[src/rtl/la_ctrl_pkg.sv]
// Shared encodings for the logic-analyzer run controller: FSM states,
// per-channel trigger codes {level, pol, en} and trigger-mode values.
package la_ctrl_pkg;

    typedef enum logic [1:0] {
        ST_IDLE   = 2'd0,
        ST_RUN    = 2'd1,
        ST_EXPORT = 2'd2
    } state_e;

    localparam logic [2:0] TC_OFF  = 3'b000;
    localparam logic [2:0] TC_RISE = 3'b001;
    localparam logic [2:0] TC_FALL = 3'b011;
    localparam logic [2:0] TC_HIGH = 3'b101;
    localparam logic [2:0] TC_LOW  = 3'b111;

    localparam logic [1:0] TM_OR       = 2'd0;
    localparam logic [1:0] TM_AND_ACC  = 2'd1;
    localparam logic [1:0] TM_AND_COIN = 2'd2;

    // Type-button cycle; unknown codes fall back to OFF.
    function automatic logic [2:0] next_code(input logic [2:0] c);
        case (c)
            TC_OFF:  next_code = TC_RISE;
            TC_RISE: next_code = TC_FALL;
            TC_FALL: next_code = TC_HIGH;
            TC_HIGH: next_code = TC_LOW;
            default: next_code = TC_OFF;
        endcase
    endfunction

endpackage

[src/rtl/la_run_ctrl_if.sv]
// Button/streamer/core handshake bundle for la_run_ctrl. The master side
// drives the pulses and status levels; the controller is the slave.
interface la_run_ctrl_if #(parameter int NUM_CH = 8);
    localparam int IDX_W = $clog2(NUM_CH);

    logic              btn_run_pulse;
    logic              btn_channel_pulse;
    logic              btn_type_pulse;
    logic              btn_mode_pulse;
    logic              btn_shot_pulse;
    logic              capture_done;
    logic              uart_busy;
    logic              uart_done;
    logic              trigger_enable;
    logic [NUM_CH-1:0] trigger_mask;
    logic [NUM_CH-1:0] edge_trigger;
    logic [NUM_CH-1:0] trigger_type;
    logic [1:0]        trigger_mode;
    logic              cfg_changed;
    logic              uart_start;
    logic              clear_done;
    logic              single_shot;
    logic [IDX_W-1:0]  cfg_channel;
    logic [2:0]        curr_cfg;
    logic [1:0]        state_o;
    logic              export_err;

    modport master (
        output btn_run_pulse, btn_channel_pulse, btn_type_pulse, btn_mode_pulse,
               btn_shot_pulse, capture_done, uart_busy, uart_done,
        input  trigger_enable, trigger_mask, edge_trigger, trigger_type, trigger_mode,
               cfg_changed, uart_start, clear_done, single_shot, cfg_channel,
               curr_cfg, state_o, export_err
    );

    modport slave (
        input  btn_run_pulse, btn_channel_pulse, btn_type_pulse, btn_mode_pulse,
               btn_shot_pulse, capture_done, uart_busy, uart_done,
        output trigger_enable, trigger_mask, edge_trigger, trigger_type, trigger_mode,
               cfg_changed, uart_start, clear_done, single_shot, cfg_channel,
               curr_cfg, state_o, export_err
    );
endinterface

[src/rtl/la_run_ctrl_cfg_bank.sv]
// Per-channel trigger code bank: code registers, edit-channel counter and
// registered decode to mask/edge/type. Pulses arrive already edit-qualified.
module la_cfg_bank
    import la_ctrl_pkg::*;
#(
    parameter int NUM_CH = 8
) (
    input  logic                      clk,
    input  logic                      rst_n,
    input  logic                      type_pulse_i,
    input  logic                      chan_pulse_i,
    output logic [NUM_CH-1:0]         mask_o,
    output logic [NUM_CH-1:0]         edge_o,
    output logic [NUM_CH-1:0]         type_o,
    output logic [$clog2(NUM_CH)-1:0] idx_o,
    output logic [2:0]                curr_o
);
    localparam int IDX_W = $clog2(NUM_CH);

    logic [NUM_CH-1:0][2:0] code_q, code_d;
    logic [IDX_W-1:0]       idx_q, idx_d;
    logic [NUM_CH-1:0]      mask_q, edge_q, type_q;
    logic [2:0]             curr_q;

    // The type edit lands on the old index even when the channel advances too.
    always_comb begin
        code_d = code_q;
        idx_d  = idx_q;
        if (type_pulse_i)
            code_d[idx_q] = next_code(code_q[idx_q]);
        if (chan_pulse_i)
            idx_d = (idx_q == IDX_W'(NUM_CH - 1)) ? '0 : idx_q + 1'b1;
    end

    always_ff @(posedge clk) begin
        if (!rst_n) begin
            code_q <= '0;
            idx_q  <= '0;
            mask_q <= '0;
            edge_q <= '0;
            type_q <= '0;
            curr_q <= '0;
        end else begin
            code_q <= code_d;
            idx_q  <= idx_d;
            curr_q <= code_d[idx_d];
            for (int i = 0; i < NUM_CH; i++) begin
                mask_q[i] <= code_d[i][0];
                type_q[i] <= code_d[i][1];
                edge_q[i] <= ~code_d[i][2];
            end
        end
    end

    assign mask_o = mask_q;
    assign edge_o = edge_q;
    assign type_o = type_q;
    assign idx_o  = idx_q;
    assign curr_o = curr_q;
endmodule

[src/rtl/la_run_ctrl.sv]
// Run/stop, capture-export and re-arm sequencer for the logic analyzer.
// Optional export watchdog compiled in with LA_RUN_CTRL_WATCHDOG_EN.
module la_run_ctrl
    import la_ctrl_pkg::*;
#(
    parameter int          NUM_CH         = 8,
    parameter int unsigned TIMEOUT_CYCLES = 50_000_000
) (
    input logic         sys_clk,
    input logic         sys_rst_n,
    la_run_ctrl_if.slave bus
);
    if (NUM_CH < 2 || NUM_CH > 32 || TIMEOUT_CYCLES < 1) begin : g_param_err
        $error("la_run_ctrl: parameter out of range");
    end

    state_e     state_q;
    logic       trig_en_q;
    logic [1:0] mode_q;
    logic       cfg_changed_q;
    logic       uart_start_q;
    logic       clear_done_q;
    logic       single_shot_q;
    logic       stop_req_q;
    logic       uart_done_q;
    logic       edit_ok;
    logic       done_rise;
    logic       export_end;

    assign edit_ok   = (state_q != ST_EXPORT);
    assign done_rise = bus.uart_done & ~uart_done_q;

`ifdef LA_RUN_CTRL_WATCHDOG_EN
    logic [31:0] wd_cnt_q;
    logic        wd_timeout;
    logic        export_err_q;

    assign wd_timeout     = (wd_cnt_q == 32'(TIMEOUT_CYCLES - 1));
    assign export_end     = done_rise | wd_timeout;
    assign bus.export_err = export_err_q;
`else
    assign export_end     = done_rise;
    assign bus.export_err = 1'b0;
`endif

    always_ff @(posedge sys_clk) begin
        if (!sys_rst_n) begin
            state_q       <= ST_IDLE;
            trig_en_q     <= 1'b0;
            mode_q        <= TM_OR;
            cfg_changed_q <= 1'b0;
            uart_start_q  <= 1'b0;
            clear_done_q  <= 1'b0;
            single_shot_q <= 1'b0;
            stop_req_q    <= 1'b0;
            uart_done_q   <= 1'b0;
`ifdef LA_RUN_CTRL_WATCHDOG_EN
            wd_cnt_q      <= '0;
            export_err_q  <= 1'b0;
`endif
        end else begin
            uart_start_q  <= 1'b0;
            clear_done_q  <= 1'b0;
            uart_done_q   <= bus.uart_done;
            cfg_changed_q <= edit_ok & (bus.btn_type_pulse | bus.btn_mode_pulse);
            if (bus.btn_shot_pulse)
                single_shot_q <= ~single_shot_q;
            if (edit_ok && bus.btn_mode_pulse)
                mode_q <= (mode_q >= TM_AND_COIN) ? TM_OR : mode_q + 2'd1;

            case (state_q)
                ST_IDLE: begin
                    if (bus.btn_run_pulse) begin
                        state_q   <= ST_RUN;
                        trig_en_q <= 1'b1;
`ifdef LA_RUN_CTRL_WATCHDOG_EN
                        export_err_q <= 1'b0;
`endif
                    end
                end
                ST_RUN: begin
                    // Stop wins over a capture completing in the same cycle.
                    if (bus.btn_run_pulse) begin
                        state_q   <= ST_IDLE;
                        trig_en_q <= 1'b0;
                    end else if (bus.capture_done && !bus.uart_busy) begin
                        state_q      <= ST_EXPORT;
                        uart_start_q <= 1'b1;
`ifdef LA_RUN_CTRL_WATCHDOG_EN
                        wd_cnt_q     <= '0;
`endif
                    end
                end
                ST_EXPORT: begin
                    if (bus.btn_run_pulse)
                        stop_req_q <= 1'b1;
                    if (export_end) begin
                        clear_done_q <= 1'b1;
                        stop_req_q   <= 1'b0;
                        if (single_shot_q || stop_req_q || bus.btn_run_pulse) begin
                            state_q   <= ST_IDLE;
                            trig_en_q <= 1'b0;
                        end else begin
                            state_q <= ST_RUN;
                        end
`ifdef LA_RUN_CTRL_WATCHDOG_EN
                        if (!done_rise)
                            export_err_q <= 1'b1;
`endif
                    end
`ifdef LA_RUN_CTRL_WATCHDOG_EN
                    else begin
                        wd_cnt_q <= wd_cnt_q + 32'd1;
                    end
`endif
                end
                default: begin
                    state_q   <= ST_IDLE;
                    trig_en_q <= 1'b0;
                end
            endcase
        end
    end

    la_cfg_bank #(.NUM_CH(NUM_CH)) u_cfg_bank (
        .clk          (sys_clk),
        .rst_n        (sys_rst_n),
        .type_pulse_i (bus.btn_type_pulse & edit_ok),
        .chan_pulse_i (bus.btn_channel_pulse & edit_ok),
        .mask_o       (bus.trigger_mask),
        .edge_o       (bus.edge_trigger),
        .type_o       (bus.trigger_type),
        .idx_o        (bus.cfg_channel),
        .curr_o       (bus.curr_cfg)
    );

    assign bus.state_o        = state_q;
    assign bus.trigger_enable = trig_en_q;
    assign bus.trigger_mode   = mode_q;
    assign bus.cfg_changed    = cfg_changed_q;
    assign bus.uart_start     = uart_start_q;
    assign bus.clear_done     = clear_done_q;
    assign bus.single_shot    = single_shot_q;
endmodule

[src/flat_wrapper.sv]
// flat-port wrapper written by rule: the top's interface ports become plain ports
module la_run_ctrl_flat import la_ctrl_pkg::*;
#(
    parameter int          NUM_CH         = 8,
    parameter int unsigned TIMEOUT_CYCLES = 50_000_000
)
  (sys_clk, sys_rst_n, bus_btn_run_pulse, bus_btn_channel_pulse, bus_btn_type_pulse, bus_btn_mode_pulse, bus_btn_shot_pulse, bus_capture_done, bus_uart_busy, bus_uart_done, bus_trigger_enable, bus_trigger_mask, bus_edge_trigger, bus_trigger_type, bus_trigger_mode, bus_cfg_changed, bus_uart_start, bus_clear_done, bus_single_shot, bus_cfg_channel, bus_curr_cfg, bus_state_o, bus_export_err);
  la_run_ctrl_if #(.NUM_CH(NUM_CH)) bus_i ();
  input logic sys_clk;
  input logic sys_rst_n;
  input wire logic [$bits(bus_i.btn_run_pulse)-1:0] bus_btn_run_pulse;
  input wire logic [$bits(bus_i.btn_channel_pulse)-1:0] bus_btn_channel_pulse;
  input wire logic [$bits(bus_i.btn_type_pulse)-1:0] bus_btn_type_pulse;
  input wire logic [$bits(bus_i.btn_mode_pulse)-1:0] bus_btn_mode_pulse;
  input wire logic [$bits(bus_i.btn_shot_pulse)-1:0] bus_btn_shot_pulse;
  input wire logic [$bits(bus_i.capture_done)-1:0] bus_capture_done;
  input wire logic [$bits(bus_i.uart_busy)-1:0] bus_uart_busy;
  input wire logic [$bits(bus_i.uart_done)-1:0] bus_uart_done;
  output wire logic [$bits(bus_i.trigger_enable)-1:0] bus_trigger_enable;
  output wire logic [$bits(bus_i.trigger_mask)-1:0] bus_trigger_mask;
  output wire logic [$bits(bus_i.edge_trigger)-1:0] bus_edge_trigger;
  output wire logic [$bits(bus_i.trigger_type)-1:0] bus_trigger_type;
  output wire logic [$bits(bus_i.trigger_mode)-1:0] bus_trigger_mode;
  output wire logic [$bits(bus_i.cfg_changed)-1:0] bus_cfg_changed;
  output wire logic [$bits(bus_i.uart_start)-1:0] bus_uart_start;
  output wire logic [$bits(bus_i.clear_done)-1:0] bus_clear_done;
  output wire logic [$bits(bus_i.single_shot)-1:0] bus_single_shot;
  output wire logic [$bits(bus_i.cfg_channel)-1:0] bus_cfg_channel;
  output wire logic [$bits(bus_i.curr_cfg)-1:0] bus_curr_cfg;
  output wire logic [$bits(bus_i.state_o)-1:0] bus_state_o;
  output wire logic [$bits(bus_i.export_err)-1:0] bus_export_err;
  assign bus_i.btn_run_pulse = bus_btn_run_pulse;
  assign bus_i.btn_channel_pulse = bus_btn_channel_pulse;
  assign bus_i.btn_type_pulse = bus_btn_type_pulse;
  assign bus_i.btn_mode_pulse = bus_btn_mode_pulse;
  assign bus_i.btn_shot_pulse = bus_btn_shot_pulse;
  assign bus_i.capture_done = bus_capture_done;
  assign bus_i.uart_busy = bus_uart_busy;
  assign bus_i.uart_done = bus_uart_done;
  assign bus_trigger_enable = bus_i.trigger_enable;
  assign bus_trigger_mask = bus_i.trigger_mask;
  assign bus_edge_trigger = bus_i.edge_trigger;
  assign bus_trigger_type = bus_i.trigger_type;
  assign bus_trigger_mode = bus_i.trigger_mode;
  assign bus_cfg_changed = bus_i.cfg_changed;
  assign bus_uart_start = bus_i.uart_start;
  assign bus_clear_done = bus_i.clear_done;
  assign bus_single_shot = bus_i.single_shot;
  assign bus_cfg_channel = bus_i.cfg_channel;
  assign bus_curr_cfg = bus_i.curr_cfg;
  assign bus_state_o = bus_i.state_o;
  assign bus_export_err = bus_i.export_err;
  la_run_ctrl #(.NUM_CH(NUM_CH), .TIMEOUT_CYCLES(TIMEOUT_CYCLES)) u_core (.sys_clk(sys_clk), .sys_rst_n(sys_rst_n), .bus(bus_i));
endmodule
[config.mk]
export PLATFORM = sky130hd
export DESIGN_NAME = la_run_ctrl_flat
export DESIGN_NICKNAME = d
export VERILOG_FILES = /design/src/rtl/la_ctrl_pkg.sv /design/src/rtl/la_run_ctrl_if.sv /design/src/rtl/la_run_ctrl_cfg_bank.sv /design/src/rtl/la_run_ctrl.sv /design/src/flat_wrapper.sv
export SDC_FILE = /design/constraint.sdc
export NUM_CORES = 1
export LEC_CHECK = 0
export CORE_ASPECT_RATIO = 0.7
export CORE_MARGIN = 2
export CORE_UTILIZATION = 51
export CTS_CLUSTER_SIZE = 20
export DETAILED_ROUTE_END_ITERATION = 7
export PLACE_DENSITY = 0.77
export RECOVER_POWER = 50
export SYNTH_ARGS = -nofsm -noshare
export SYNTH_HDL_FRONTEND = slang
export SYNTH_HIERARCHICAL = 1
export SYNTH_SLANG_ARGS = --single-unit
[constraint.sdc]
create_clock -name sys_clk -period 3 [get_ports sys_clk]
set_input_delay 0.3 -clock sys_clk [delete_from_list [all_inputs] [get_ports sys_clk]]
set_output_delay 0.3 -clock sys_clk [all_outputs]
set_load 0.01 [all_outputs]
**After elaboration in Yosys (flattened, before gate mapping)**

Index checks and enable logic that the tools add are counted.

- Logic and storage cells: 98
- Bits in registers: 65
- Output and inout port bits: 40
- Input bits: 10

- Add/sub/neg operators: 2
- Magnitude comparators: 4
- Bitwise operators: 17
- Reductions and logical operators: 14
- Muxes and demuxes: 27
- Eq/ne operators: 12

Operators with widths:

| kind | count |
|---|---|
| $bwmux W24 | 1 |
| $mux W24 | 1 |
| $bmux W3 S3 | 2 |
| $mux W3 | 6 |
| $not A1 Y1 | 12 |
| $pmux W3 S4 | 1 |
| $mux W2 | 5 |
| $demux W3 S3 | 1 |
| $lt A3 B4 Y1 const B | 2 |
| $mux W1 | 8 |
| $eq A3 B3 Y1 const B | 2 |
| $ne A2 B2 Y1 const B | 3 |
| $pmux W2 S3 | 1 |
| $and A1 B1 Y1 | 4 |
| $ne A2 B1 Y1 const B | 2 |
| $reduce_and A2 Y1 | 2 |
| $reduce_and A4 Y1 | 1 |
| $add A3 B1 Y3 const B | 1 |
| $eq A3 B1 Y1 const B | 1 |
| $eq A3 B2 Y1 const B | 1 |
| $ge A3 B1 Y1 const B | 1 |
| $logic_and A1 B1 Y1 | 3 |
| $logic_not A3 Y1 | 1 |
| $ne A3 B2 Y1 const B | 1 |
| other kinds (12) | 13 |

**Logic depth before layout (Yosys ltp)**

- Word-level depth: 9
- Mapped depth: 11
- Depth with buffers taken out: 9

**By module**

Netlist, hierarchy kept.

By module, submodules not included:

| module | cells an instance | area each (µm²) | instances |
|---|---|---|---|
| la_cfg_bank | 278 | 2230.9 | 1 |
| la_run_ctrl | 53 | 493.0 | 1 |

**Worst setup path after synthesis**

No wires, ideal clock.

- Path type: reg2reg
- From: register u_core.state_q[1], in the netlist u_core/bus.state_o[1]
- To: register u_core.u_cfg_bank.curr_q[1], in the netlist u_core/u_cfg_bank/curr_o[1]
- Buffers on the path: 0
- Cell stages (with the launch flop): 10
- Setup slack: 0.438 ns
- Period minus slack after synthesis: 2.562 ns
- Data arrival time: 2.428 ns
- Cell sequence: dfxtp_1 > or2b_1 > and2_1 > and3b_1 > a21oi_4 > xor2_1 > nand2_1 > mux2i_1 > a211oi_1 > or4_1

- Longest elaborated chain between the ends: 5
- Elaborated cells between the ends (all ways): 7
- Those cells by class: eq/ne: 1; mux: 4; bitwise: 2

Ends and longest elaborated chain:

| element | line | source |
|---|---|---|
| from (decl) | la_run_ctrl.sv:17 | `state_e state_q;` |
| from (signal assigned) | la_run_ctrl.sv:48 | `state_q <= ST_IDLE;` |
| from (signal assigned) | la_run_ctrl.sv:74 | `state_q <= ST_RUN;` |
| from (signal assigned) | la_run_ctrl.sv:84 | `state_q <= ST_IDLE;` |
| $ne A2 B2 Y1 * | la_run_ctrl.sv:30 | `assign edit_ok = (state_q != ST_EXPORT);` |
| $and A1 B1 Y1 (on tied branches) | la_run_ctrl.sv:128, la_run_ctrl.sv:129 |  |
| $mux W24 / $mux W3 (equally long branches) | la_run_ctrl_cfg_bank.sv:29, la_run_ctrl_cfg_bank.sv:31 |  |
| $bmux W3 S3 * | la_run_ctrl_cfg_bank.sv:46 | `curr_q <= code_d[idx_d];` |
| $mux W3 (implied by the code) * | la_run_ctrl_cfg_bank.sv:46 |  |
| to (signal assigned) | la_run_ctrl_cfg_bank.sv:46 |  |
| to (decl) | la_run_ctrl_cfg_bank.sv:23 | `logic [2:0] curr_q;` |

Every way passes the cells marked *; elsewhere a longest branch is shown, timed or not. The select of a mux whose other input is x is not followed.
A chain may end at the register's enable or synchronous reset.

**Worst setup path in the final report**

- From: register u_core.u_cfg_bank.idx_q[0], in the netlist u_core/u_cfg_bank/idx_o[0]
- To: register u_core.u_cfg_bank.curr_q[1], in the netlist u_core/u_cfg_bank/curr_o[1]

- Longest elaborated chain between the ends: 9
- Elaborated cells between the ends (all ways): 21
- Those cells by class: add/sub: 1; order compare: 2; eq/ne: 4; mux: 12; reduce/logical: 2

Ends and longest elaborated chain:

| element | line | source |
|---|---|---|
| from (decl) | la_run_ctrl_cfg_bank.sv:21 | `logic [IDX_W-1:0] idx_q, idx_d;` |
| from (signal assigned) | la_run_ctrl_cfg_bank.sv:45 | `idx_q <= idx_d;` |
| $bmux W3 S3 | la_run_ctrl_cfg_bank.sv:30 | `code_d[idx_q] = next_code(code_q[idx_q]);` |
| $mux W3 (implied by the code) | la_run_ctrl_cfg_bank.sv:30 |  |
| $eq A3 B3 Y1 (tied with other cells) | la_ctrl_pkg.sv:23 | `case (c)` |
| $pmux W3 S4 | la_ctrl_pkg.sv:23 |  |
| $mux W3 | la_run_ctrl_cfg_bank.sv:29 | `if (type_pulse_i)` |
| $bwmux W24 | la_run_ctrl_cfg_bank.sv:30 |  |
| $mux W24 | la_run_ctrl_cfg_bank.sv:29 |  |
| $bmux W3 S3 * | la_run_ctrl_cfg_bank.sv:46 |  |
| $mux W3 (implied by the code) * | la_run_ctrl_cfg_bank.sv:46 |  |

Marks and branches as above.

==> results.cfg <==
[status]
status = complete, no violations

[timing]
setup_viol = 0
relSlewSlack = 0.4588
clock.fmax_ghz = 0.3637
tightest_slew_ns = 0.8118
finalHoldViolCount = 0
rsz0062_at_grt = false
hold_ws_ns = 0.4949
slew_viol_final = 0
finalCriticalPeriod_ns = 2.750
period_share = 0.9165
skew_ns = 0.01048
tns_ns = 0

[cells_and_area]
antenna_cells = 0
layout_commonest_cell = dfxtp_1
area_delta_synth_final_pct = 17.82
postLayoutCoreUtil = 0.6169
final_cell_mix = dfxtp_1 (49), nand2_1 (42), dlygate4sd3_1 (34), nor2_1 (34), o21ai_0 (25)
drive_gt1_frac = 0.09642
finalNetCount = 374
nFillCells = 462

[yosys]
dominantRegCellSynth = dfxtp_1
netlist_instances = 331
synth.cell_area_um2 = 2724
synth_top_area_frac = 0.3601
ys_seq_area_frac = 0.3601
avgSynthCellArea_um2 = 8.229
synth-warning-count = 6
ys_ff_latch = 49
synth_largest_area_cell = dfxtp_1
yosysUniqueCellTypes = 62
synth-edff-count = 0
async_reset_ff_frac = 0
synthTopCellsByArea = dfxtp_1 (36%), nand2_1 (5.8%), buf_4 (5.2%)
synth_nets = 343

[pwr]
power.density_nw_per_um2 = 428.6
p_clk_frac = 0.284
p_leak_nw = 1.265
power_switching_mw = 0.4091
p_sw_frac = 0.2974
power_frac_seq = 0.507
internal_power_mw = 0.9664
comb_power_share = 0.210
peakVddDrop_v = 0.0003247

[cts]
ctsHtreeMaxLevel = 2
ctsRootBufferMaster = clkbuf_8
post_cts_buffers = 0
cts_resized = 0
cts.clk_slew.worst_paths_ns = 0.10
hold_buffers = 0
clkLatencyLatePin_ns = 0.31
cts_buffer_depth = 2
cts_tree = yes
cts_buffers = 5
cts.sinks = 49

[grt]
grt_usage = 0.2434
grt_max_degree = 25
grt_pass1_vias = 2202
overflow = 0
grt_pass1_wl_um = 11380
grt_antenna_before_repair = 0

[drt]
drt_pass1_iterations = 5
via_per_inst = 5.648
drcViolationCount = 0
postRouteAntennaNets = 0
drtIter0Drc = 223
drt_wl_total_um = 7040
vias = 2457
wl_per_cell_um = 16.18

[placement]
hpwl_um = 5174
gp_congestion = 0.8838
port_buffers = 48

[setup_path]
crit_arrival_ns = 2.94
path_class = flop to flop
timing.rr.start = u_core/u_cfg_bank/idx_o[0]$_SDFF_PN0_
cp-start-kind = flop
critPathMaxFanout = 8
crit_required_ns = 3.20
worstSetupStartpoint = u_core/u_cfg_bank/idx_o[0]$_SDFF_PN0_
endpoint_kind = flop

[die]
fp.coreArea_um2 = 5202
die_x_um = 91.35
rows = 22
initial_utilization = 0.5236
die_h_um = 65.15
die_area_um2 = 5951
ios = 50

[job]
maxCapViolCount = 0

[worst_hold_path]
min-delay-start = u_core/u_cfg_bank/code_q[13]$_SDFF_PN0_
hp-class = flop to flop
logic make-up (layout without fill, tap and decap cells):
group                    count (synthesis)  in the layout  share of synthesized area
AND/OR/NAND/NOR                        140            140                     0.2549
AO/OA/AOI/OAI                           77             77                     0.2012
flip-flops                              49             49                     0.3601
buffers and inverters                   44             76                     0.1047
multiplexers                            14             14                    0.05466
adder cells (fa/ha/maj)                  3              3                    0.01332
XOR/XNOR                                 3              3                   0.009648
other                                    1              1                   0.001377
path summary, 6_finish.rpt:
kind,endpoint,slack (ns),cells after the start
setup / recovery,u_core/u_cfg_bank/curr_o[1]$_SDFF_PN0_,0.25,9
hold / removal,u_core/u_cfg_bank/code_q[13]$_SDFF_PN0_,0.49,2
setup reg to reg,u_core/u_cfg_bank/curr_o[1]$_SDFF_PN0_,0.25,9
hold reg to reg,u_core/u_cfg_bank/code_q[13]$_SDFF_PN0_,0.49,2
metal layers:
metal	up-vias	track usage	part of all wire
li1	1193	-	-
met1	1136	0.3586	0.47
met2	122	0.3519	0.42
met3	6	0.06651	0.095
met4	0	0.05871	0.0088
met5	-	0	0
sequential cells by signal (all words and copies together), names as in the netlist, 2 cells and up:
register / count
u_core/u_cfg_bank/curr_o: 3
u_core/u_cfg_bank/code_q: 24
u_core/bus.trigger_mode: 2
u_core/u_cfg_bank/idx_o: 3
u_core/bus.state_o: 2
u_core/u_cfg_bank/edge_o: 8
worst max-delay path, cell delays in order, from the launching register on:
cell,delay [ns]
dfxtp_1,0.53
ha_1,0.24
ha_1,0.20
and3b_1,0.21
a21oi_4,0.24
xor2_1,0.34
nand2_1,0.12
mux2i_1,0.16
a211oi_1,0.08
or4_1,0.52
per-stage QoR:
stage | setup WS (ns) | area (um2) | power, mW | instances
CTS | 0.2635 | 3213 | 1.389 | 435
detailed placement | 0.2237 | 3129 | 1.003 | 427
global placement | 0.3076 | 3129 | 0.9983 | 427
global route | 0.08078 | 3209 | 1.435 | 435
finish | 0.2504 | 3209 | 1.375 | 435
floorplan | 0.4382 | 2724 | 0.9031 | 331
power groups by stage:
stage	registers, mW	logic [mW]	clock network (mW)
after floorplan	0.717	0.186	0
after global placement	0.712	0.287	0
after detailed placement	0.713	0.290	0
after CTS	0.698	0.292	0.399
after global routing	0.701	0.311	0.424
final	0.697	0.288	0.390
Yosys cell counts (all sizes together) (2+ instances only):
cell type and number:
clkbuf 8, a21oi 21, nand2 42, nand3 10
and2 16, or2 2, a21boi 4, a211oi 3
a31oi 3, mux2i 10, mux2 4, o32ai 2
buf 28, a221oi 3, nor2 35, nand2b 4
or2b 2, dfxtp 49, nand4b 2, inv 7
nor4 2, ha 2, xor2 2, o21ai 25
a2111oi 4, nor2b 8, or4 2, nor3 8
final cells by class:
cell class	instances	area, um2	share of cell area
well taps	72	90.09	0.02807
clock inverters	1	7.507	0.002339
inverters	8	30.03	0.009357
repair buffers	60	566.8	0.1766
flip-flops and latches	49	980.9	0.3057
multi-input cells	238	1458	0.4542
clock buffers	7	76.32	0.02378
Note: power is estimated with default switching activity, not from simulation.
